===== src/rtl/button_input_handler.sv =====
// Synchronizes, debounces and edge-detects the five setting buttons, producing
// up/down/reset pulses and the one-hot field cursor. Define BUTTON_AUTOREPEAT_EN for up/down auto-repeat.
module button_input_handler #(
    parameter int DEBOUNCE_CYCLES = 1_000_000,
    parameter int BTN_ACTIVE_LOW  = 1,
    parameter int REPEAT_DELAY    = 50_000_000,
    parameter int REPEAT_PERIOD   = 10_000_000
) (
    input  logic       clk,
    input  logic       rst_n,
    input  logic       btn_up,
    input  logic       btn_down,
    input  logic       btn_left,
    input  logic       btn_right,
    input  logic       btn_reset,
    output logic       up,
    output logic       down,
    output logic       reset,
    output logic [2:0] cursorPos
);

    localparam int B_UP    = 0;
    localparam int B_DOWN  = 1;
    localparam int B_LEFT  = 2;
    localparam int B_RIGHT = 3;
    localparam int B_RST   = 4;

    localparam int              DB_W    = $clog2(DEBOUNCE_CYCLES + 1);
    localparam logic [DB_W-1:0] DB_LAST = DB_W'(DEBOUNCE_CYCLES - 1);
    localparam logic            POL     = (BTN_ACTIVE_LOW != 0);

    logic [4:0]      w_norm;
    logic [4:0]      r_sync1;
    logic [4:0]      r_sync2;
    logic [4:0]      r_stable;
    logic [4:0]      r_stable_d;
    logic [DB_W-1:0] r_db_cnt [5];
    logic [4:0]      w_rise;

    // Normalizing before the synchronizer lets every flop reset to 0 = released.
    assign w_norm = {btn_reset, btn_right, btn_left, btn_down, btn_up} ^ {5{POL}};

    always_ff @(posedge clk or negedge rst_n) begin
        if (!rst_n) begin
            r_sync1    <= '0;
            r_sync2    <= '0;
            r_stable   <= '0;
            r_stable_d <= '0;
            for (int i = 0; i < 5; i++) r_db_cnt[i] <= '0;
        end else begin
            r_sync1    <= w_norm;
            r_sync2    <= r_sync1;
            r_stable_d <= r_stable;
            for (int i = 0; i < 5; i++) begin
                if (r_sync2[i] == r_stable[i]) begin
                    r_db_cnt[i] <= '0;
                end else if (r_db_cnt[i] >= DB_LAST) begin
                    r_stable[i] <= r_sync2[i];
                    r_db_cnt[i] <= '0;
                end else begin
                    r_db_cnt[i] <= r_db_cnt[i] + DB_W'(1);
                end
            end
        end
    end

    assign w_rise = r_stable & ~r_stable_d;

    logic w_ud_both;
    logic w_ud_blocked;
    logic w_up_evt;
    logic w_down_evt;
    logic w_rep_up;
    logic w_rep_down;
    logic r_ud_block;

    // Once both are held, up/down stay muted until both are released.
    assign w_ud_both    = r_stable[B_UP] & r_stable[B_DOWN];
    assign w_ud_blocked = w_ud_both | r_ud_block;
    assign w_up_evt     = w_rise[B_UP]   & ~w_ud_blocked;
    assign w_down_evt   = w_rise[B_DOWN] & ~w_ud_blocked;

    always_ff @(posedge clk or negedge rst_n) begin
        if (!rst_n) begin
            r_ud_block <= 1'b0;
        end else if (w_ud_both) begin
            r_ud_block <= 1'b1;
        end else if (!r_stable[B_UP] && !r_stable[B_DOWN]) begin
            r_ud_block <= 1'b0;
        end
    end

`ifdef BUTTON_AUTOREPEAT_EN
    localparam int              RP_MAX   = (REPEAT_DELAY > REPEAT_PERIOD) ? REPEAT_DELAY : REPEAT_PERIOD;
    localparam int              RP_W     = $clog2(RP_MAX + 1);
    localparam logic [RP_W-1:0] RP_DLAST = RP_W'(REPEAT_DELAY - 1);
    localparam logic [RP_W-1:0] RP_PLAST = RP_W'(REPEAT_PERIOD - 1);

    logic [RP_W-1:0] r_rep_cnt;
    logic            r_rep_active;
    logic            r_rep_first;
    logic            r_rep_dir;
    logic            w_rep_hold;
    logic            w_rep_fire;

    assign w_rep_hold = ~w_ud_blocked & (r_rep_dir ? r_stable[B_UP] : r_stable[B_DOWN]);
    assign w_rep_fire = r_rep_active & w_rep_hold &
                        (r_rep_cnt >= (r_rep_first ? RP_DLAST : RP_PLAST));

    always_ff @(posedge clk or negedge rst_n) begin
        if (!rst_n) begin
            r_rep_cnt    <= '0;
            r_rep_active <= 1'b0;
            r_rep_first  <= 1'b0;
            r_rep_dir    <= 1'b0;
        end else if (w_up_evt || w_down_evt) begin
            r_rep_cnt    <= '0;
            r_rep_active <= 1'b1;
            r_rep_first  <= 1'b1;
            r_rep_dir    <= w_up_evt;
        end else if (!r_rep_active || !w_rep_hold) begin
            r_rep_cnt    <= '0;
            r_rep_active <= 1'b0;
        end else if (w_rep_fire) begin
            r_rep_cnt   <= '0;
            r_rep_first <= 1'b0;
        end else begin
            r_rep_cnt <= r_rep_cnt + RP_W'(1);
        end
    end

    assign w_rep_up   = w_rep_fire & r_rep_dir;
    assign w_rep_down = w_rep_fire & ~r_rep_dir;
`else
    assign w_rep_up   = 1'b0;
    assign w_rep_down = 1'b0;
`endif

    logic       r_up;
    logic       r_down;
    logic       r_reset;
    logic [2:0] r_cursor;
    logic [2:0] w_cursor_next;

    // Simultaneous left and right presses cancel out.
    always_comb begin
        w_cursor_next = r_cursor;
        if (w_rise[B_RIGHT] && !w_rise[B_LEFT]) begin
            w_cursor_next = {r_cursor[0], r_cursor[2:1]};
        end else if (w_rise[B_LEFT] && !w_rise[B_RIGHT]) begin
            w_cursor_next = {r_cursor[1:0], r_cursor[2]};
        end
    end

    always_ff @(posedge clk or negedge rst_n) begin
        if (!rst_n) begin
            r_up     <= 1'b0;
            r_down   <= 1'b0;
            r_reset  <= 1'b0;
            r_cursor <= 3'b100;
        end else begin
            r_up     <= w_up_evt | w_rep_up;
            r_down   <= w_down_evt | w_rep_down;
            r_reset  <= w_rise[B_RST];
            r_cursor <= w_cursor_next;
        end
    end

    assign up        = r_up;
    assign down      = r_down;
    assign reset     = r_reset;
    assign cursorPos = r_cursor;

endmodule


===== config.mk =====
export PLATFORM = sky130hd
export DESIGN_NAME = button_input_handler
export DESIGN_NICKNAME = d
export VERILOG_FILES = /design/src/rtl/button_input_handler.sv
export SDC_FILE = /design/constraint.sdc
export NUM_CORES = 1
export LEC_CHECK = 0
export ABC_AREA = 0
export CAP_MARGIN = 10
export CORE_ASPECT_RATIO = 1.5
export CORE_MARGIN = 3
export CORE_UTILIZATION = 55
export CTS_CLUSTER_SIZE = 25
export DETAILED_ROUTE_END_ITERATION = 16
export HOLD_SLACK_MARGIN = 0.08
export PLACE_DENSITY = 0.72
export SLEW_MARGIN = 20
export SYNTH_ARGS = -nofsm -noshare
export SYNTH_HDL_FRONTEND = slang
export SYNTH_SLANG_ARGS = --single-unit

===== constraint.sdc =====
create_clock -name clk -period 2.8 [get_ports clk]
set_input_delay 0.28 -clock clk [delete_from_list [all_inputs] [get_ports clk]]
set_output_delay 0.28 -clock clk [all_outputs]
set_load 0.02 [all_outputs]

# [Word level (Yosys, flattened, before mapping)]
# Cells that the tools add are included.
[op_classes] add_sub_neg=5 order_cmp=5 n_eq_ne=5 muxes=14 n_bitwise=13 n_reduce_logical=14
[op_table] cell="2-to-1 mux 20 bit" n=10
[op_table] cell="adder 20 x 1 -> 20 bit, second input constant" n=5
[op_table] cell=">= comparator 20 bit, second input constant" n=5
[op_table] cell="inverter 5 bit" n=2
[op_table] cell="AND reduction 2 bit" n=5
[op_table] cell="2-to-1 mux 3 bit" n=2
[op_table] cell="inverter 1 bit" n=6
[op_table] cell="bitwise AND 5 bit" n=1
[op_table] cell="equality test 1 bit" n=5
[op_table] cell="zero test 1 bit" n=4
[op_table] cell="nonzero test 2 bit" n=2
[op_table] cell="bitwise AND 1 bit" n=3
[op_table] cell="logical AND 1 bit" n=3
[op_table] cell="2-to-1 mux 1 bit" n=2
[op_table] cell="bitwise OR 1 bit" n=1
[word_totals] regBits=127 output_inout_bits=6 word_cells=74

# [Depth between registers and ports, before layout]
# Gate-level depths: netlist (run 1).
[logic_depth] word_depth=6 mapped_depth=8 mapped_depth_nobuf=6

# [Worst setup path before layout (run 1)]
# Ideal clock, no wire load.
[synth_path] path_type="reg-to-reg" start="reg r_db_cnt[0] (netlist name)" end="reg r_db_cnt[11] (netlist name)" setup_ns=0.071 arrival_time_ns=1.904 t_required_ns=2.729 slack_ns=0.824 path_stages_with_launch=9 n_path_buf=2 synth_period_minus_slack_ns=1.976 cell_sequence="dfrtp_1 ha_1 and4_1 a2111oi_4 o22ai_1 or2_1 buf_6 buf_8 nor2_1"
[synth_via] elab_chain_len=3 word_cells_on_any_way=4
[synth_rtl] item="start, declared" line_no="37" text="logic [DB_W-1:0] r_db_cnt [5];"
[synth_rtl] item="start signal, assigned by index" line_no="61" text="r_db_cnt[i] <= r_db_cnt[i] + DB_W'(1);"
[synth_rtl] item="adder 20 x 1 -> 20 bit or >= comparator 20 bit (tied branches)" line_no="61, 57"
[synth_rtl] item="2-to-1 mux 20 bit *" line_no="57" text="end else if (r_db_cnt[i] >= DB_LAST) begin"
[synth_rtl] item="2-to-1 mux 20 bit *" line_no="55" text="if (r_sync2[i] == r_stable[i]) begin"
# Every way passes the cells marked *; elsewhere a longest branch is shown, timed or not.
# A chain may end at the register's enable or synchronous reset.

# [Worst setup path in the final report (run 1)]
[layout_path] start="reg r_db_cnt[0] (netlist name)" end="reg r_db_cnt[16] (netlist name)"
# Same word-level chain as after synthesis.

==> results of run 1 <==
[layout make-up]
type	instances	area [um2]	share of cell area, %
clock inverter	6	105	1.56
timing repair buffer	15	155	2.30
sequential	127	3180	47.2
multi-input combinational	418	2550	37.9
inverter	17	63.8	0.946
tap	141	176	2.62
clock buffer	26	509	7.55
[state kept, by name (all words and copies together), names as in the netlist]
signal      count
cursorPos       3
down            1
r_db_cnt      100
r_stable        5
r_stable_d      5
r_sync1         5
r_sync2         5
r_ud_block      1
reset           1
up              1
[final timing paths]
check                           slack, ns         from            to
worst min register to register       0.35   r_sync1[3]    r_sync2[3]
max in group asynchronous            1.53        rst_n  r_db_cnt[87]
worst max-delay path                 0.58  r_db_cnt[0]  r_db_cnt[16]
worst min-delay path                 0.35   r_sync1[3]    r_sync2[3]
worst max register to register       0.58  r_db_cnt[0]  r_db_cnt[16]
min in group asynchronous            0.44        rst_n  r_db_cnt[17]
[cell usage after synthesis, types with 4 or more instances]
cell type  instances
ha_1               7
o21ai_0            9
xnor2_1           40
nand2_1           40
and3_1            16
a21oi_1            4
nor2_1           118
dfrtp_1          126
nand3_1           33
nand4_1           22
and4_1             4
nand2b_1           4
nor4_1            10
buf_2              4
inv_1             17
mux2_2             6
o211ai_1           6
nor3_1            12
xor2_1            50
a31oi_1            4
[report_power, final]
part	internal (W)	leakage [nW]	switching (W)
Combinational	0.0000352	0.916	0.0000787
Sequential	0.00186	1.74	0.0000210
Clock	0.00151	0.304	0.000743
[per-layer routing]
layer | GRT usage [%] | wire length (um)
met1 | 20.7 | 4330
met2 | 34.1 | 5570
met3 | 3.87 | 211
met4 | 9.80 | 248
met5 | 0 | 0
[kinds of logic (layout without fill, tap and decap cells)]
kind of cell	count (synthesis)	in the layout	synth area share, %
simple gates	272	272	21.8
flops	127	127	54.2
xor+xnor	90	90	13.4
mux	9	9	1.66
fa+ha+maj	7	7	1.49
compound gates	40	40	5.19
buf+inv	26	64	2.20
[cell usage in the layout (no fill, tap or decap), drive strengths merged, types with 16 or more instances in the layout]
cell type,Yosys,final
inv,17,17
nand4,22,22
nor2,118,118
dfrtp,126,126
clkbuf,2,26
nand2,40,40
xor2,50,50
nand3,33,33
xnor2,40,40
and3,16,16
[what timing repair did]
action | 4_1_cts | 5_1_grt
hold endpoints to repair | 48 | 0
setup buffers | 0 | 0
hold buffers | 1 | 0
[per-stage QoR]
stage	util (%)	worst slack, ns	instance area (um2)	hold WS (ns)	instances
floorplan	-	0.824	5860	-0.0156	571
global placement	59.7	0.695	6120	0.334	717
detailed placement	59.7	0.605	6120	0.338	717
CTS	65.8	0.585	6740	0.343	750
global route	65.8	0.438	6740	0.347	750
finish	65.8	0.577	6740	0.348	750
==> flow_metrics.env, run 1 <==
export IMPL_cts_repair_resized=0
export IMPL_drtIter0Drc=151
export IMPL_cts_clk_slew_worst_paths_ns=0.05
export IMPL_total_leakage_power_nw=2.96
export IMPL_initial_standard_cell_utilization_of_the_core_pct=57.2
export IMPL_drt_pass1_iterations=4
export IMPL_number_of_levels_in_the_clock_h_tree=4
export IMPL_cp_data_arrival_time_ns=2.55
export IMPL_syn_instance_count=571
export IMPL_worstPathMaxFanout=18
export IMPL_power_w=0.00426
export IMPL_syn_area_um2=5860
export IMPL_syn_nets=585
export IMPL_std_cell_rows=45
export IMPL_route_vias_total=4064
export IMPL_route_detailed_vias_per_inst=5.42
export IMPL_cpMaxStageDelayCell="or2_1"
export IMPL_hold_viol=0
export IMPL_cp_end_kind="flip-flop"
export IMPL_ir_drop_mv=0.472
export IMPL_timing_worst_setup_path_type="flip-flop to flip-flop"
export IMPL_grt_first_pass_wirelength_um=18400
export IMPL_core_region_area_um2=10200
export IMPL_clock_path_buffers=2
export IMPL_fin_tns_setup_ns=0
export IMPL_buffer_ports_inserted=12
export IMPL_postSynthRegisterBits=127
export IMPL_critical_path_cell_list="ha_1, and4_1, a2111oi_4, o22ai_1, or2_1, nor2_1"
export IMPL_post_synth_cell_area_avg_um2=10.3
export IMPL_drc=0
export IMPL_ff2ff_path_depth=6
export IMPL_post_route_min_period_ns=2.22
export IMPL_crit_cells=6
export IMPL_status="complete, no violations"
export IMPL_grt_pass1_vias=4296
export IMPL_max_cap_violations=0
export IMPL_cts_inserted_buffers=17
export IMPL_sequential_to_total_area_share_from_yosys_stat_pct=54.2
export IMPL_clk_latency_ns=0.41
export IMPL_clock_skew_ns=0.00862
export IMPL_cp_required_ns=3.13
export IMPL_synth_largest_area_cell="dfrtp_1"
export IMPL_die_height_um=132
export IMPL_max_stage_delay_ns=0.45
export IMPL_synth_ff_type="dfrtp_1"
export IMPL_final_setup_viol_count=0
export IMPL_clkSinkCount=127
export IMPL_wl_per_cell_um=13.8
export IMPL_hpwl_um=6850
export IMPL_die_width_um=90.3
export IMPL_yosys_synthesis_warning_count=0
export IMPL_areaGrowthSynthToFinish_pct=15.0
export IMPL_synthTopCellsByArea="dfrtp_1, nor2_1, xor2_1"
export IMPL_clk_root_buffer_cell="clkbuf_16"
export IMPL_rsz0062_at_grt="no"
export IMPL_number_of_antenna_violations_at_the_first_check_in_global_routing=0
export IMPL_layout_nets=610
export IMPL_fraction_of_post_synthesis_cell_area_in_the_top_cell_type_by_area_pct=53.8
export IMPL_crit_family="simple AND/OR/NAND/NOR gates"
export IMPL_grt_util_all_layers_pct=18.9
export IMPL_tightest_slew_margin_relative_to_the_limit_pct=38.3
export IMPL_clock_fmax_mhz=450
export IMPL_worstMarginPinSlew_ns=0.918
export IMPL_async_s_r_ff_share_synth_pct=100
export IMPL_post_route_cells_drive_above_1_share_pct=7.72
export IMPL_grt_remaining_overflow=0
export IMPL_antenna_diode_count=0
export IMPL_post_synth_num_cell_types=47
export IMPL_whs_path_depth=0
export IMPL_final_min_period_over_clock_period_pct=79.4
export IMPL_powerDensity_nw_per_um2=631
export IMPL_hold_path_class="flip-flop to flip-flop"
export IMPL_maxSlewViolCount=0
export IMPL_worst_setup_path_start_kind="flip-flop"
export IMPL_ant_nets=0
export IMPL_crit_buf_inv=0
export IMPL_postRouteWirelength_um=10400
export IMPL_i_o_pins=13
export IMPL_filler_cell_count=826
export IMPL_gp_congestion=0.847
export IMPL_synth_edf_count=0
export IMPL_pin_count_of_the_biggest_net_entering_global_routing=79
export IMPL_tritoncts="done"
export IMPL_dieArea_um2=12000
No activity file was read; power rests on OpenSTA's default activity.
==> inputs of run 2 (changes only) <==
--- a/config.mk
+++ b/config.mk
@@ -13,7 +13,7 @@
 export CTS_CLUSTER_SIZE = 25
 export DETAILED_ROUTE_END_ITERATION = 16
 export HOLD_SLACK_MARGIN = 0.08
-export PLACE_DENSITY = 0.72
+export PLACE_DENSITY = 0.75
 export SLEW_MARGIN = 20
 export SYNTH_ARGS = -nofsm -noshare
 export SYNTH_HDL_FRONTEND = slang
==> constraint.sdc (replaced) <==
create_clock -name clk -period 2 [get_ports clk]
set_input_delay 0.2 -clock clk [delete_from_list [all_inputs] [get_ports clk]]
set_output_delay 0.2 -clock clk [all_outputs]
set_load 0.02 [all_outputs]
==> flow_metrics.env, run 2 (synthesis gave the netlist of run 1 again) <==
export IMPL_post_route_cells_drive_above_1_share_pct=11.8
export IMPL_cp_required_ns=2.33
export IMPL_post_cts_buffers=0
export IMPL_route_detailed_vias_per_inst=5.40
export IMPL_cp_end_kind="flip-flop"
export IMPL_antenna_diode_count=0
export IMPL_p_seq_share_pct=44.9
export IMPL_timing_worst_setup_path_type="flip-flop to flip-flop"
export IMPL_number_of_levels_in_the_clock_h_tree=4
export IMPL_final_min_period_over_clock_period_pct=94.0
export IMPL_sw_ratio_pct=21.2
export IMPL_total_leakage_power_nw=3.07
export IMPL_hpwl_um=7230
export IMPL_grt_first_pass_wirelength_um=18900
export IMPL_power_w=0.00587
export IMPL_clk_latency_ns=0.41
export IMPL_clock_path_buffers=2
export IMPL_fin_tns_setup_ns=0
export IMPL_worstMarginPinSlew_ns=0.531
export IMPL_pin_count_of_the_biggest_net_entering_global_routing=44
export IMPL_gp_congestion=0.850
export IMPL_buffer_ports_inserted=12
export IMPL_core_region_area_um2=10200
export IMPL_drc=0
export IMPL_maxSlewViolCount=0
export IMPL_clkSinkCount=127
export IMPL_drt_pass1_iterations=4
export IMPL_ir_drop_mv=0.624
export IMPL_clock_fmax_mhz=532
export IMPL_top_register="r_db_cnt"
export IMPL_filler_cell_count=799
export IMPL_die_width_um=90.3
export IMPL_number_of_antenna_violations_at_the_first_check_in_global_routing=0
export IMPL_std_cell_rows=45
export IMPL_layout_common_cells="dfrtp_1, nor2_1, xor2_1, nand2_1, xnor2_1"
export IMPL_layout_cells_most_common="dfrtp_1"
export IMPL_grt_pass1_vias=4468
export IMPL_ant_nets=0
export IMPL_worstPathMaxFanout=11
export IMPL_initial_standard_cell_utilization_of_the_core_pct=57.2
export IMPL_max_cap_violations=0
export IMPL_worst_setup_path_start_kind="flip-flop"
export IMPL_post_dp_cell_area_um2=6320
export IMPL_postRouteWirelength_um=10600
export IMPL_rsz0062_at_grt="no"
export IMPL_power_internal_w=0.00463
export IMPL_clk_root_buffer_cell="clkbuf_16"
export IMPL_post_route_min_period_ns=1.88
export IMPL_wl_per_cell_um=13.7
export IMPL_tritoncts="done"
export IMPL_numPlacedInstances=741
export IMPL_final_setup_viol_count=0
export IMPL_die_height_um=132
export IMPL_netsw_w=0.00125
export IMPL_ff_latch_area_um2=3180
export IMPL_hold_viol=0
export IMPL_i_o_pins=13
export IMPL_finalInstanceArea_um2=6940
export IMPL_grt_remaining_overflow=0
export IMPL_postLayoutCoreUtil_pct=67.7
export IMPL_layout_nets=634
export IMPL_drtIter0Drc=224
export IMPL_number_of_flip_flops_under_the_largest_register_name=100
export IMPL_clock_skew_ns=0.00824
export IMPL_status="complete, no violations"
export IMPL_multi_input_area_um2=2560
export IMPL_route_vias_total=4178
export IMPL_hold_path_class="input port to flip-flop"
export IMPL_power_share_clock_pct=52.1
export IMPL_post_layout_nonfiller_instances=774
export IMPL_share_comb_of_total_power_pct=3.1
export IMPL_tightest_slew_margin_relative_to_the_limit_pct=64.3
export IMPL_cts_inserted_buffers=17
export IMPL_dieArea_um2=12000
export IMPL_grt_util_all_layers_pct=19.3
export IMPL_cp_data_arrival_time_ns=2.21
export IMPL_powerDensity_nw_per_um2=847
export IMPL_areaGrowthSynthToFinish_pct=18.3
export IMPL_cts_clk_slew_worst_paths_ns=0.05
run 2: changes by cell type in the layout (fill, tap and decap cells not counted):
cell        change
buf_12          +2
buf_4          +22
clkbuf_1        -3
clkbuf_8        -5
clkinv_2        +1
clkinv_4        +2
clkinvlp_4      +4
inv_6           +1
o22ai_1         -1
o22ai_2         +1
run 2: power by group through the flow:
stage                     registers [W]  logic [W]  clock network [W]
after floorplan                 0.00267  0.0000848                  0
after global placement          0.00268   0.000176                  0
after detailed placement        0.00268   0.000183                  0
after CTS                       0.00264   0.000186            0.00313
after global routing            0.00264   0.000208            0.00325
final                           0.00264   0.000180            0.00306
run 2: layout make-up:
class	count	share of cell area [%]
clock buffer	18	6.19
clock inverter	14	2.40
inverter	17	0.920
multi-input combinational	418	36.9
sequential	127	45.8
tap	141	2.54
timing repair buffer	39	5.20
run 2: worst paths after layout:
path	endpoint	startpoint	slack, ns	depth (start not counted)
setup reg to reg	r_db_cnt[16]	r_db_cnt[0]	0.12	7
setup / recovery	r_db_cnt[16]	r_db_cnt[0]	0.12	7
min in group asynchronous	cursorPos[0]	rst_n	0.30	2
max in group asynchronous	cursorPos[2]	rst_n	1.00	3
hold reg to reg	r_sync2[2]	r_sync1[2]	0.35	0
hold / removal	r_sync1[4]	btn_reset	0.27	2
run 2: critical path: stages (launching register included):
cell       delay (ns)
dfrtp_1          0.39
ha_1             0.21
and4_1           0.24
a2111oi_4        0.31
o22ai_2          0.12
or2_1            0.24
buf_4            0.17
nor2_1           0.12
run 2: layer usage:
layer / vias up / routed length [um] / track usage [%]
met1: 2051 / 4440 / 21.4
met5: - / 0 / 0
li1: 2049 / - / -
met3: 10 / 315 / 5.23
met2: 68 / 5710 / 34.6
met4: 0 / 114 / 8.09
run 2: stage by stage:
step,setup slack (ns),hold slack [ns]
after floorplan,0.0244,-0.0956
after global placement,0.147,0.192
after detailed placement,0.0585,0.200
after CTS,0.0319,0.250
after global routing,0.00728,0.267
final,0.119,0.269
run 2: what timing repair did:
item | CTS | global route
resized for setup | 0 | 1
hold endpoints to repair | 33 | 0
endpoints found under the setup margin | 0 | 16
hold buffers | 1 | 0
==> inputs of run 3 (changes only) <==
--- a/config.mk
+++ b/config.mk
@@ -13,7 +13,7 @@
 export CTS_CLUSTER_SIZE = 25
 export DETAILED_ROUTE_END_ITERATION = 16
 export HOLD_SLACK_MARGIN = 0.08
-export PLACE_DENSITY = 0.75
+export PLACE_DENSITY = 0.76
 export SLEW_MARGIN = 20
 export SYNTH_ARGS = -nofsm -noshare
 export SYNTH_HDL_FRONTEND = slang
==> flow_metrics.env, run 3 (synthesis gave the netlist of run 1 again) <==
export IMPL_ir_drop_mv=0.669
export IMPL_sw_ratio_pct=20.6
export IMPL_fin_tns_setup_ns=0
export IMPL_number_of_levels_in_the_clock_h_tree=4
export IMPL_grt_remaining_overflow=0
export IMPL_wl_per_cell_um=14.3
export IMPL_maxSlewViolCount=0
export IMPL_number_of_flip_flops_under_the_largest_register_name=100
export IMPL_postLayoutCoreUtil_pct=67.4
export IMPL_drt_pass1_iterations=4
export IMPL_ant_nets=0
export IMPL_cp_data_arrival_time_ns=2.21
export IMPL_grt_first_pass_wirelength_um=19500
export IMPL_power_share_clock_pct=52.4
export IMPL_tightest_slew_margin_relative_to_the_limit_pct=68.6
export IMPL_pin_count_of_the_biggest_net_entering_global_routing=60
export IMPL_layout_nets=630
export IMPL_post_route_min_period_ns=1.88
export IMPL_route_detailed_vias_per_inst=5.47
export IMPL_power_internal_w=0.00469
export IMPL_worstMarginPinSlew_ns=0.472
export IMPL_areaGrowthSynthToFinish_pct=17.8
export IMPL_i_o_pins=13
export IMPL_powerDensity_nw_per_um2=855
export IMPL_clock_skew_ns=0.00720
export IMPL_std_cell_rows=45
export IMPL_postRouteWirelength_um=11000
export IMPL_antenna_diode_count=0
export IMPL_post_route_cells_drive_above_1_share_pct=11.1
export IMPL_worst_slack_ns=0.124
export IMPL_core_region_area_um2=10200
export IMPL_timing_worst_setup_path_type="flip-flop to flip-flop"
export IMPL_cts_inserted_buffers=17
export IMPL_share_comb_of_total_power_pct=3.0
export IMPL_grt_pass1_vias=4456
export IMPL_clkSinkCount=127
export IMPL_drc=0
export IMPL_grt_util_all_layers_pct=20.2
export IMPL_p_seq_share_pct=44.7
export IMPL_layout_common_cells="dfrtp_1, nor2_1, xor2_1, nand2_1, xnor2_1"
export IMPL_place_worst_setup_slack_ns=0.0597
export IMPL_layout_cells_most_common="dfrtp_1"
export IMPL_max_stage_delay_ns=0.39
export IMPL_cp_required_ns=2.34
export IMPL_crit_family="simple AND/OR/NAND/NOR gates"
export IMPL_hold_viol=0
export IMPL_cp_end_kind="flip-flop"
export IMPL_tritoncts="done"
export IMPL_initial_standard_cell_utilization_of_the_core_pct=57.2
export IMPL_dieArea_um2=12000
export IMPL_die_height_um=132
export IMPL_total_leakage_power_nw=3.04
export IMPL_die_width_um=90.3
export IMPL_drtIter0Drc=132
export IMPL_top_register="r_db_cnt"
export IMPL_status="complete, no violations"
export IMPL_netsw_w=0.00121
export IMPL_buffer_ports_inserted=12
export IMPL_route_vias_total=4211
export IMPL_post_cts_buffers=0
export IMPL_crit_buf_inv=1
export IMPL_final_setup_viol_count=0
export IMPL_clock_path_buffers=2
export IMPL_clk_root_buffer_cell="clkbuf_16"
export IMPL_clock_fmax_mhz=533
export IMPL_worst_setup_path_start_kind="flip-flop"
export IMPL_critical_path_cell_list="ha_1, and4_1, a2111oi_4, o22ai_2, or2_1, buf_12, nor2_1"
export IMPL_cpMaxStageDelayCell="dfrtp_1"
export IMPL_final_min_period_over_clock_period_pct=93.8
export IMPL_rsz0062_at_grt="no"
export IMPL_hpwl_um=7310
export IMPL_max_cap_violations=0
export IMPL_cts_clk_slew_worst_paths_ns=0.05
export IMPL_worstPathMaxFanout=18
export IMPL_gp_congestion=0.875
export IMPL_hold_path_class="input port to flip-flop"
export IMPL_number_of_antenna_violations_at_the_first_check_in_global_routing=0
export IMPL_clk_latency_ns=0.41
## run 3: per-stage QoR
stage	instances	hold WS, ns	total power [W]	instance area [um2]
after floorplan	571	-0.0956	0.00276	5860
after global placement	737	0.174	0.00285	6280
after detailed placement	737	0.182	0.00286	6280
after CTS	770	0.246	0.00597	6890
after global routing	770	0.265	0.00613	6900
final	770	0.264	0.00590	6900
## run 3: path summary, 6_finish.rpt
| check | from | to | slack (ns) | cells past startpoint |
|---|---|---|---|---|
| setup reg to reg | r_db_cnt[1] | r_db_cnt[3] | 0.12 | 7 |
| min in group asynchronous | rst_n | r_db_cnt[34] | 0.30 | 2 |
| hold reg to reg | r_sync1[4] | r_sync2[4] | 0.35 | 0 |
| hold / removal | btn_up | r_sync1[0] | 0.26 | 2 |
| max in group asynchronous | rst_n | r_db_cnt[3] | 0.97 | 3 |
| setup / recovery | r_db_cnt[1] | r_db_cnt[3] | 0.12 | 7 |
## run 3: timing repair
action,CTS,global route
hold endpoints to repair,31,0
endpoints found under the setup margin,0,50
resized for setup,0,4
hold buffers,1,0
## run 3: per-layer routing
metal	wire length, um	GRT usage, %
met2	5890	35.3
met1	4550	22.5
met4	258	10.1
met3	347	5.52
met5	0	0
## run 3: final cells by class
class / count / area [um2]
clock buffer: 22 / 464
timing repair buffer: 35 / 318
inverter: 17 / 63.8
multi-input combinational: 418 / 2570
clock inverter: 10 / 136
tap: 141 / 176
sequential: 127 / 3180
fill: 769 / 3340
## run 3: worst register-to-register path, stage by stage, from the launching register on
cell,delay [ns]
dfrtp_1,0.39
ha_1,0.20
and4_1,0.24
a2111oi_4,0.32
o22ai_2,0.13
or2_1,0.25
buf_12,0.16
nor2_1,0.12
## run 3: power by group through the flow
stage | combinational [W] | clock (W) | sequential, W
after floorplan | 0.0000848 | 0 | 0.00267
after global placement | 0.000172 | 0 | 0.00268
after detailed placement | 0.000178 | 0 | 0.00268
after CTS | 0.000181 | 0.00316 | 0.00264
after global routing | 0.000204 | 0.00329 | 0.00264
final | 0.000175 | 0.00309 | 0.00264
